==> config.mk <==
export PLATFORM = sky130hd
export DESIGN_NAME = alu_writeback
export DESIGN_NICKNAME = d
export VERILOG_FILES = /design/src/rtl/alu_pkg.sv /design/src/rtl/sat_counter.sv /design/src/rtl/alu_writeback.sv
export SDC_FILE = /design/constraint.sdc
export NUM_CORES = 1
export LEC_CHECK = 0
export CAP_MARGIN = 20
export CORE_MARGIN = 2
export CORE_UTILIZATION = 42
export CTS_BUF_LIST = sky130_fd_sc_hd__clkbuf_2
export DETAILED_ROUTE_END_ITERATION = 16
export PLACE_DENSITY = 0.88
export REMOVE_ABC_BUFFERS = 1
export SLEW_MARGIN = 40
export SYNTH_ARGS = -nofsm -noshare
export SYNTH_HDL_FRONTEND = slang
export SYNTH_SLANG_ARGS = --single-unit
==> constraint.sdc <==
create_clock -name clk -period 1.5 [get_ports clk]
set_clock_uncertainty 0.2 [all_clocks]
set_input_delay 0.3 -clock clk [delete_from_list [all_inputs] [get_ports clk]]
set_output_delay 0.3 -clock clk [all_outputs]
set_load 0.03 [all_outputs]
==> src/rtl/alu_pkg.sv <==
// Shared ALU function codes and writeback FSM state encoding.
package alu_pkg;

  localparam int OP_W = 4;

  localparam logic [OP_W-1:0] OP_NOP = 4'b0000;
  localparam logic [OP_W-1:0] OP_MUL = 4'b0001;
  localparam logic [OP_W-1:0] OP_DIV = 4'b0010;
  localparam logic [OP_W-1:0] OP_ADD = 4'b0011;
  localparam logic [OP_W-1:0] OP_SUB = 4'b0100;
  localparam logic [OP_W-1:0] OP_AND = 4'b0101;
  localparam logic [OP_W-1:0] OP_OR  = 4'b0110;
  localparam logic [OP_W-1:0] OP_SLL = 4'b0111;
  localparam logic [OP_W-1:0] OP_SLR = 4'b1000;
  localparam logic [OP_W-1:0] OP_ROL = 4'b1001;
  localparam logic [OP_W-1:0] OP_ROR = 4'b1010;

  typedef enum logic [1:0] {
    ST_IDLE  = 2'd0,
    ST_WR_LO = 2'd1,
    ST_WR_HI = 2'd2,
    ST_EXC   = 2'd3
  } wb_state_e;

  // MUL and DIV produce a second (high) word that lands in HI_REG.
  function automatic logic op_has_hi(input logic [OP_W-1:0] op);
    return (op == OP_MUL) || (op == OP_DIV);
  endfunction

endpackage

==> src/rtl/sat_counter.sv <==
// Up-counter that sticks at its all-ones value.
module sat_counter #(
  parameter int WIDTH = 8
) (
  input  logic             clk,
  input  logic             rst,
  input  logic             inc_i,
  output logic [WIDTH-1:0] count_o
);

  logic [WIDTH-1:0] count_q;
  logic [WIDTH-1:0] count_d;

  always_comb begin
    count_d = count_q;
    if (inc_i && (count_q != {WIDTH{1'b1}})) begin
      count_d = count_q + 1'b1;
    end
  end

  always_ff @(posedge clk) begin
    if (rst) begin
      count_q <= '0;
    end else begin
      count_q <= count_d;
    end
  end

  assign count_o = count_q;

endmodule

==> src/rtl/alu_writeback.sv <==
// Writeback stage: turns one ALU result into zero, one or two register-file
// writes, or an exception pulse with a saturating fault count.
//
// state    | meaning
// ---------+-----------------------------------------------------------
// ST_IDLE  | nothing to write; accepting results
// ST_WR_LO | writing R to dest; if hi pending, S follows next cycle
// ST_WR_HI | writing S to HI_REG (always after the low write)
// ST_EXC   | faulting result: pulse exc_valid, bump counter, no write
module alu_writeback
  import alu_pkg::*;
#(
  parameter int DATA_W = 16,
  parameter int ADDR_W = 4,
  parameter int CTRL_W = 4,
  parameter int HI_REG = 0
) (
  input  logic              clk,
  input  logic              rst,
  input  logic              valid_in,
  output logic              ready_out,
  input  logic [CTRL_W-1:0] alu_ctrl,
  input  logic [DATA_W-1:0] r_in,
  input  logic [DATA_W-1:0] s_in,
  input  logic              exc_in,
  input  logic [ADDR_W-1:0] dest,
  output logic              wr_en,
  output logic [ADDR_W-1:0] wr_addr,
  output logic [DATA_W-1:0] wr_data,
  output logic              exc_valid,
  output logic [7:0]        exc_count
);

  wb_state_e         state_q, state_d;
  logic              hi_q, hi_d;
  logic [ADDR_W-1:0] dest_q, dest_d;
  logic [DATA_W-1:0] r_q, r_d;
  logic [DATA_W-1:0] s_q, s_d;
  logic              transfer;
  logic              is_hi_op;
  logic              is_nop;

  // Only the low write of a two-word result must stall; every other state
  // finishes this cycle and can take a new result for full-rate streaming.
  assign ready_out = !((state_q == ST_WR_LO) && hi_q);
  assign transfer  = valid_in && ready_out;
  assign is_hi_op  = op_has_hi(OP_W'(alu_ctrl));
  assign is_nop    = (alu_ctrl == CTRL_W'(OP_NOP));

  always_comb begin
    state_d = state_q;
    hi_d    = hi_q;
    dest_d  = dest_q;
    r_d     = r_q;
    s_d     = s_q;
    if (transfer) begin
      dest_d = dest;
      r_d    = r_in;
      s_d    = s_in;
      hi_d   = 1'b0;
      if (exc_in) begin
        state_d = ST_EXC;
      end else if (is_hi_op) begin
        state_d = ST_WR_LO;
        hi_d    = 1'b1;
      end else if (is_nop) begin
        state_d = ST_IDLE;
      end else begin
        state_d = ST_WR_LO;
      end
    end else begin
      case (state_q)
        ST_WR_LO: begin
          state_d = hi_q ? ST_WR_HI : ST_IDLE;
          hi_d    = 1'b0;
        end
        ST_WR_HI: state_d = ST_IDLE;
        ST_EXC:   state_d = ST_IDLE;
        default:  state_d = ST_IDLE;
      endcase
    end
  end

  always_comb begin
    wr_en   = 1'b0;
    wr_addr = '0;
    wr_data = '0;
    case (state_q)
      ST_WR_LO: begin
        wr_en   = 1'b1;
        wr_addr = dest_q;
        wr_data = r_q;
      end
      ST_WR_HI: begin
        wr_en   = 1'b1;
        wr_addr = ADDR_W'(HI_REG);
        wr_data = s_q;
      end
      default: begin
        wr_en   = 1'b0;
        wr_addr = '0;
        wr_data = '0;
      end
    endcase
  end

  assign exc_valid = (state_q == ST_EXC);

  always_ff @(posedge clk) begin
    if (rst) begin
      state_q <= ST_IDLE;
      hi_q    <= 1'b0;
      dest_q  <= '0;
      r_q     <= '0;
      s_q     <= '0;
    end else begin
      state_q <= state_d;
      hi_q    <= hi_d;
      dest_q  <= dest_d;
      r_q     <= r_d;
      s_q     <= s_d;
    end
  end

  sat_counter #(
    .WIDTH(8)
  ) u_exc_cnt (
    .clk    (clk),
    .rst    (rst),
    .inc_i  (exc_valid),
    .count_o(exc_count)
  );

endmodule

After elaboration in Yosys (flattened, before gate mapping)
Cells that the tools add are included.
W data, S select, Z words.
- memories: 0
- word-level logic and storage cells: 34
- bits of input ports: 44
- latch bits: 0
- register bits: 47
- memory bits (writable): 0
- ROM bits: 0
- muxes and demuxes: 13
- bitwise gates (word level): 0
- multiply operators: 0
- divide/modulo/power cells: 0
- shift operators: 0
- $add $sub $neg: 1
- equality and inequality tests: 6
- reductions and logical operators: 8
- order comparisons: 0
- operators with widths (operator ; count):
    $pmux W16 S2 ; 1
    $add A8 B1 Y8 const B ; 1
    $mux W2 ; 4
    $ne A8 B8 Y1 const B ; 1
    $mux W1 ; 7
    $eq A2 B2 Y1 const B ; 2
    $eq A4 B1 Y1 const B ; 1
    $eq A4 B2 Y1 const B ; 1
    $logic_not A4 Y1 ; 1
    $mux W4 ; 1
    $logic_and A1 B1 Y1 ; 3
    $eq A2 B1 Y1 const B ; 1
    $reduce_bool A2 Y1 ; 1
    $reduce_or A2 Y1 ; 1
    $logic_not A1 Y1 ; 1
    $logic_or A1 B1 Y1 ; 1

Depth between registers and ports, before layout
- depth after elaboration: 5
- gate-level depth with buffers: 8

By module
From an unflattened synthesis, not the netlist that was laid out.
- cells, all modules: 264
- area, all modules: 2092.0 sq um
- modules (own cells, without submodules) (module ; area each (sq um) ; cells an instance ; times used):
    alu_writeback ; 1661.6 ; 218 ; 1
    sat_counter ; 430.4 ; 46 ; 1

Worst setup path before layout
OpenSTA, ideal clock, no wires.
- path kind: register to output
- start: reg state_q[0]
- end: out wr_data[0]
- cell stages (with the launch flop): 6
- setup slack: -0.458 ns
- path buffers: 2
- required time: 1.000 ns
- data arrival time: 1.458 ns
- cells stage by stage: dfxtp_1 inv_1 ha_1 clkbuf_1 clkbuf_1 nor2_1
- longest elaborated chain between the ends: 2
- elaborated cells on any way between the ends: 3
- those cells by class: eq/ne: 2; mux: 1
- RTL lines (element ; line ; RTL):
    start, declared ; alu_writeback.sv:34 ; wb_state_e state_q, state_d;
    start signal, assigned ; alu_writeback.sv:117 ; state_q <= state_d;
    $eq A2 B2 Y1 / $eq A2 B1 Y1 (equally long branches) ; alu_writeback.sv:88 ; case (state_q)
    $pmux W16 S2 * ; alu_writeback.sv:88 ;
    end, declared ; alu_writeback.sv:29 ; output logic [DATA_W-1:0] wr_data,
Every way passes the cells marked *; elsewhere a longest branch is shown, timed or not.

Worst setup path in the final report
- start: reg state_q[1]
- end: out wr_data[12]
Same word-level chain as after synthesis.

==> impl_metrics.json <==
{
  "multi_input_area_um2": 1650,
  "failed_checks": "negative setup slack",
  "final_util": 0.843,
  "first_pass_iters": 5,
  "pwr-share-seq": 0.491,
  "fin_crit_ns": 2.18,
  "placed_cell_area_um2": 3000,
  "worst_slack_ns": -0.682,
  "synth_compound_area_frac": 0.206,
  "power.leakage_nw": 1.82,
  "seqCellArea_um2": 956,
  "cts_tree": "built",
  "syn2layout_area_growth_pct": 97.0,
  "slew_headroom": 0.741,
  "cts_max_level": 2,
  "fin_crit_sh": 1.45,
  "critPathKind": "reg2out",
  "io_pins": 75,
  "r2r_start": "state_q[1]",
  "hold_viol": 0,
  "dp_hpwl_um": 4120,
  "fill_cells": 231,
  "rr_worst_depth": 9,
  "status": "finished, violations left",
  "clk_latency_ns": 0.46,
  "pwr-share-comb": 0.251,
  "worst_ep_required_time_ns": 1.00,
  "grt-ovfl-total": 0,
  "p_int_w": 0.00195,
  "wl_per_cell_um": 21.4,
  "endpoint_kind": "output pin",
  "ant_nets": 0,
  "synth.area.mux_share": 0.0325,
  "worst_slew_pin_slew_ns": 0.388,
  "num_rows": 26,
  "finalSetupViolCount": 78,
  "synth_simple_gate_area_frac": 0.230,
  "synth_top_family_by_area": "simple AND/OR/NAND/NOR gates",
  "cp_slowest_cell": "dfxtp_4",
  "stdcell_count": 456,
  "startpoint_type": "flip-flop",
  "numPortBuffers": 74,
  "crit_path_max_fanout": 5,
  "die_h_um": 75.7,
  "vdd_drop_max_mv": 0.469,
  "cp_cell_sequence": "inv_2 -> ha_4 -> buf_8 -> a22oi_2 -> nor2_1 -> buf_4",
  "wl_um": 9780,
  "gp_congestion": 0.826,
  "synthXorXnorAreaFrac": 0.00406,
  "ys_ff_latch": 47,
  "grt_pass1_wl_um": 9650,
  "grt_setup_unrepaired": "true",
  "cp.depth": 6,
  "first_global_vias": 2079,
  "synthAdderAreaFrac": 0.0232,
  "hold_class": "in2reg",
  "place_inst": 418,
  "critPathArrivalTime_ns": 1.68,
  "fp.coreArea_um2": 5040,
  "vias_per_cell": 5.63,
  "hold-path-cell-count": 2,
  "dp_worst_setup_slack_ns": -0.268,
  "fmax_ghz": 0.458,
  "gr-usage-all-layers": 0.222,
  "yosys_warnings": 0,
  "slew_violations": 0,
  "syn_area_um2": 2160,
  "ys_seq_area_frac": 0.436,
  "ys_types": 31,
  "drt-initial-drc-count": 182,
  "final_nets": 434,
  "min_from": "rst",
  "grt_max_degree": 27,
  "swShare": 0.305,
  "p_sw_w": 0.000855,
  "dieArea_um2": 5730,
  "power_frac_clock": 0.258,
  "holdBufCountCts": 0,
  "cts_sinks": 47,
  "powerDensity_nw_per_um2": 660,
  "path_delay_family": "flip-flops",
  "synthCells": 266,
  "layout-drive-gt1-share": 0.619,
  "drv_cap": 0,
  "antenna_cells": 0,
  "syn_area_per_cell_um2": 8.11,
  "start_util": 0.428,
  "cts_buffers": 5,
  "path_buf_inv": 3,
  "cts_root_buffer": "clkbuf_2",
  "via_count": 2566,
  "clk_transition_reported_paths_ns": 0.27,
  "antenna_found_initial": 0,
  "startpoint": "state_q[1]",
  "drc_errors": 0,
  "final_area_um2": 4250,
  "crit_path_max_incr_delay_ns": 0.42,
  "cts_max_path_buffers": 2,
  "die_x_um": 75.7
}
[what timing repair did]
action,4_1_cts,5_1_grt
gates cloned,1,11
setup endpoints to repair,77,76
resized for setup,64,154
pin swaps,15,93
setup buffers,12,8
[flip-flops by register name, summed over array words and instances (netlist names)]
| signal | count |
|---|---|
| r_q | 16 |
| s_q | 16 |
| u_exc_cnt.count_o | 8 |
| dest_q | 4 |
| state_q | 2 |
| hi_q | 1 |
[layout make-up]
cell class              instances  share of cell area
well taps                      70              0.0206
clock buffers                   5             0.00589
inverters                       3             0.00324
flip-flops and latches         47               0.225
repair buffers                133               0.347
multi-input cells             196               0.389
clock inverters                 2             0.00883
[power by group through the flow]
| stage | Sequential, W | Combinational, W | Clock [W] |
|---|---|---|---|
| 6_report | 0.00138 | 0.000703 | 0.000724 |
| 5_1_grt | 0.00138 | 0.000730 | 0.000762 |
| 4_1_cts | 0.00134 | 0.000433 | 0.000679 |
| 3_5_place_dp | 0.00136 | 0.000388 | 0 |
| 3_3_place_gp | 0.00136 | 0.000379 | 0 |
| 2_1_floorplan | 0.00136 | 0.000155 | 0 |
[kinds of logic (layout without fill, tap and decap cells)]
group / count (synthesis) / after routing
buf+inv: 23 / 143
xor+xnor: 1 / 1
mux: 5 / 5
flops: 47 / 47
compound gates: 68 / 68
simple gates: 118 / 118
fa+ha+maj: 4 / 4
[per-layer routing]
layer | vias up | global-route usage | wire length (µm) | share of wire
met5 | - | 0 | 0 | 0
met4 | 0 | 0.0507 | 375 | 0.038
met3 | 36 | 0.0503 | 663 | 0.068
met2 | 149 | 0.399 | 5030 | 0.51
met1 | 1243 | 0.270 | 3710 | 0.38
li1 | 1138 | - | - | -
[synthesized netlist by cell type (all sizes together)]
cell / number / area [µm²]
nand2: 76 / 285
dfxtp: 47 / 941
a21oi: 42 / 218
nor2: 23 / 86.3
a22oi: 16 / 120
buf: 13 / 110
clkbuf: 7 / 26.3
nor2b: 5 / 31.3
and2: 4 / 25.0
ha: 4 / 50.1
mux2: 4 / 60.1
a211oi: 3 / 32.5
a21boi: 3 / 37.5
and3: 3 / 20.0
inv: 3 / 11.3
a311oi: 2 / 17.5
and4: 2 / 17.5
nand2b: 2 / 12.5
nand4: 2 / 12.5
a21bo: 1 / 10.0
a32oi: 1 / 8.76
mux2i: 1 / 10.0
nor3: 1 / 5.00
xor2: 1 / 8.76
[through the flow]
stage | hold WS [ns] | total power [W] | TNS (ns)
after floorplan | 0.169 | 0.00151 | -32.27
after global placement | 0.238 | 0.00174 | -10.23
after detailed placement | 0.244 | 0.00175 | -12.61
after CTS | 0.0565 | 0.00246 | -27.44
after global routing | 0.0206 | 0.00287 | -35.66
final | 0.0354 | 0.00281 | -32.93
[final timing paths]
| check | to | slack [ns] |
|---|---|---|
| min | u_exc_cnt.count_o[2] | 0.04 |
| min reg2reg | r_q[15] | 0.29 |
| max reg2reg | s_q[13] | -0.50 |
| max | wr_data[12] | -0.68 |
[placed cells by master, fill, tap and decap left out, types with 2 or more instances in the layout]
cell / count
ha_1: 2
nand2_1: 26
nand4_1: 2
and3_4: 2
nand2_2: 17
buf_4: 35
dfxtp_1: 37
mux2_4: 4
nand2_4: 33
a21oi_2: 38
ha_4: 2
buf_12: 3
nor2b_1: 5
clkdlybuf4s50_1: 42
inv_2: 2
a21boi_4: 2
nand2b_1: 2
nor2_2: 3
clkbuf_16: 8
dfxtp_2: 9
buf_6: 39
clkbuf_2: 5
a21oi_1: 4
a22oi_2: 16
a211oi_2: 3
nor2_1: 20
and2_4: 4
buf_8: 4
Power figures use the tool's default switching activity.
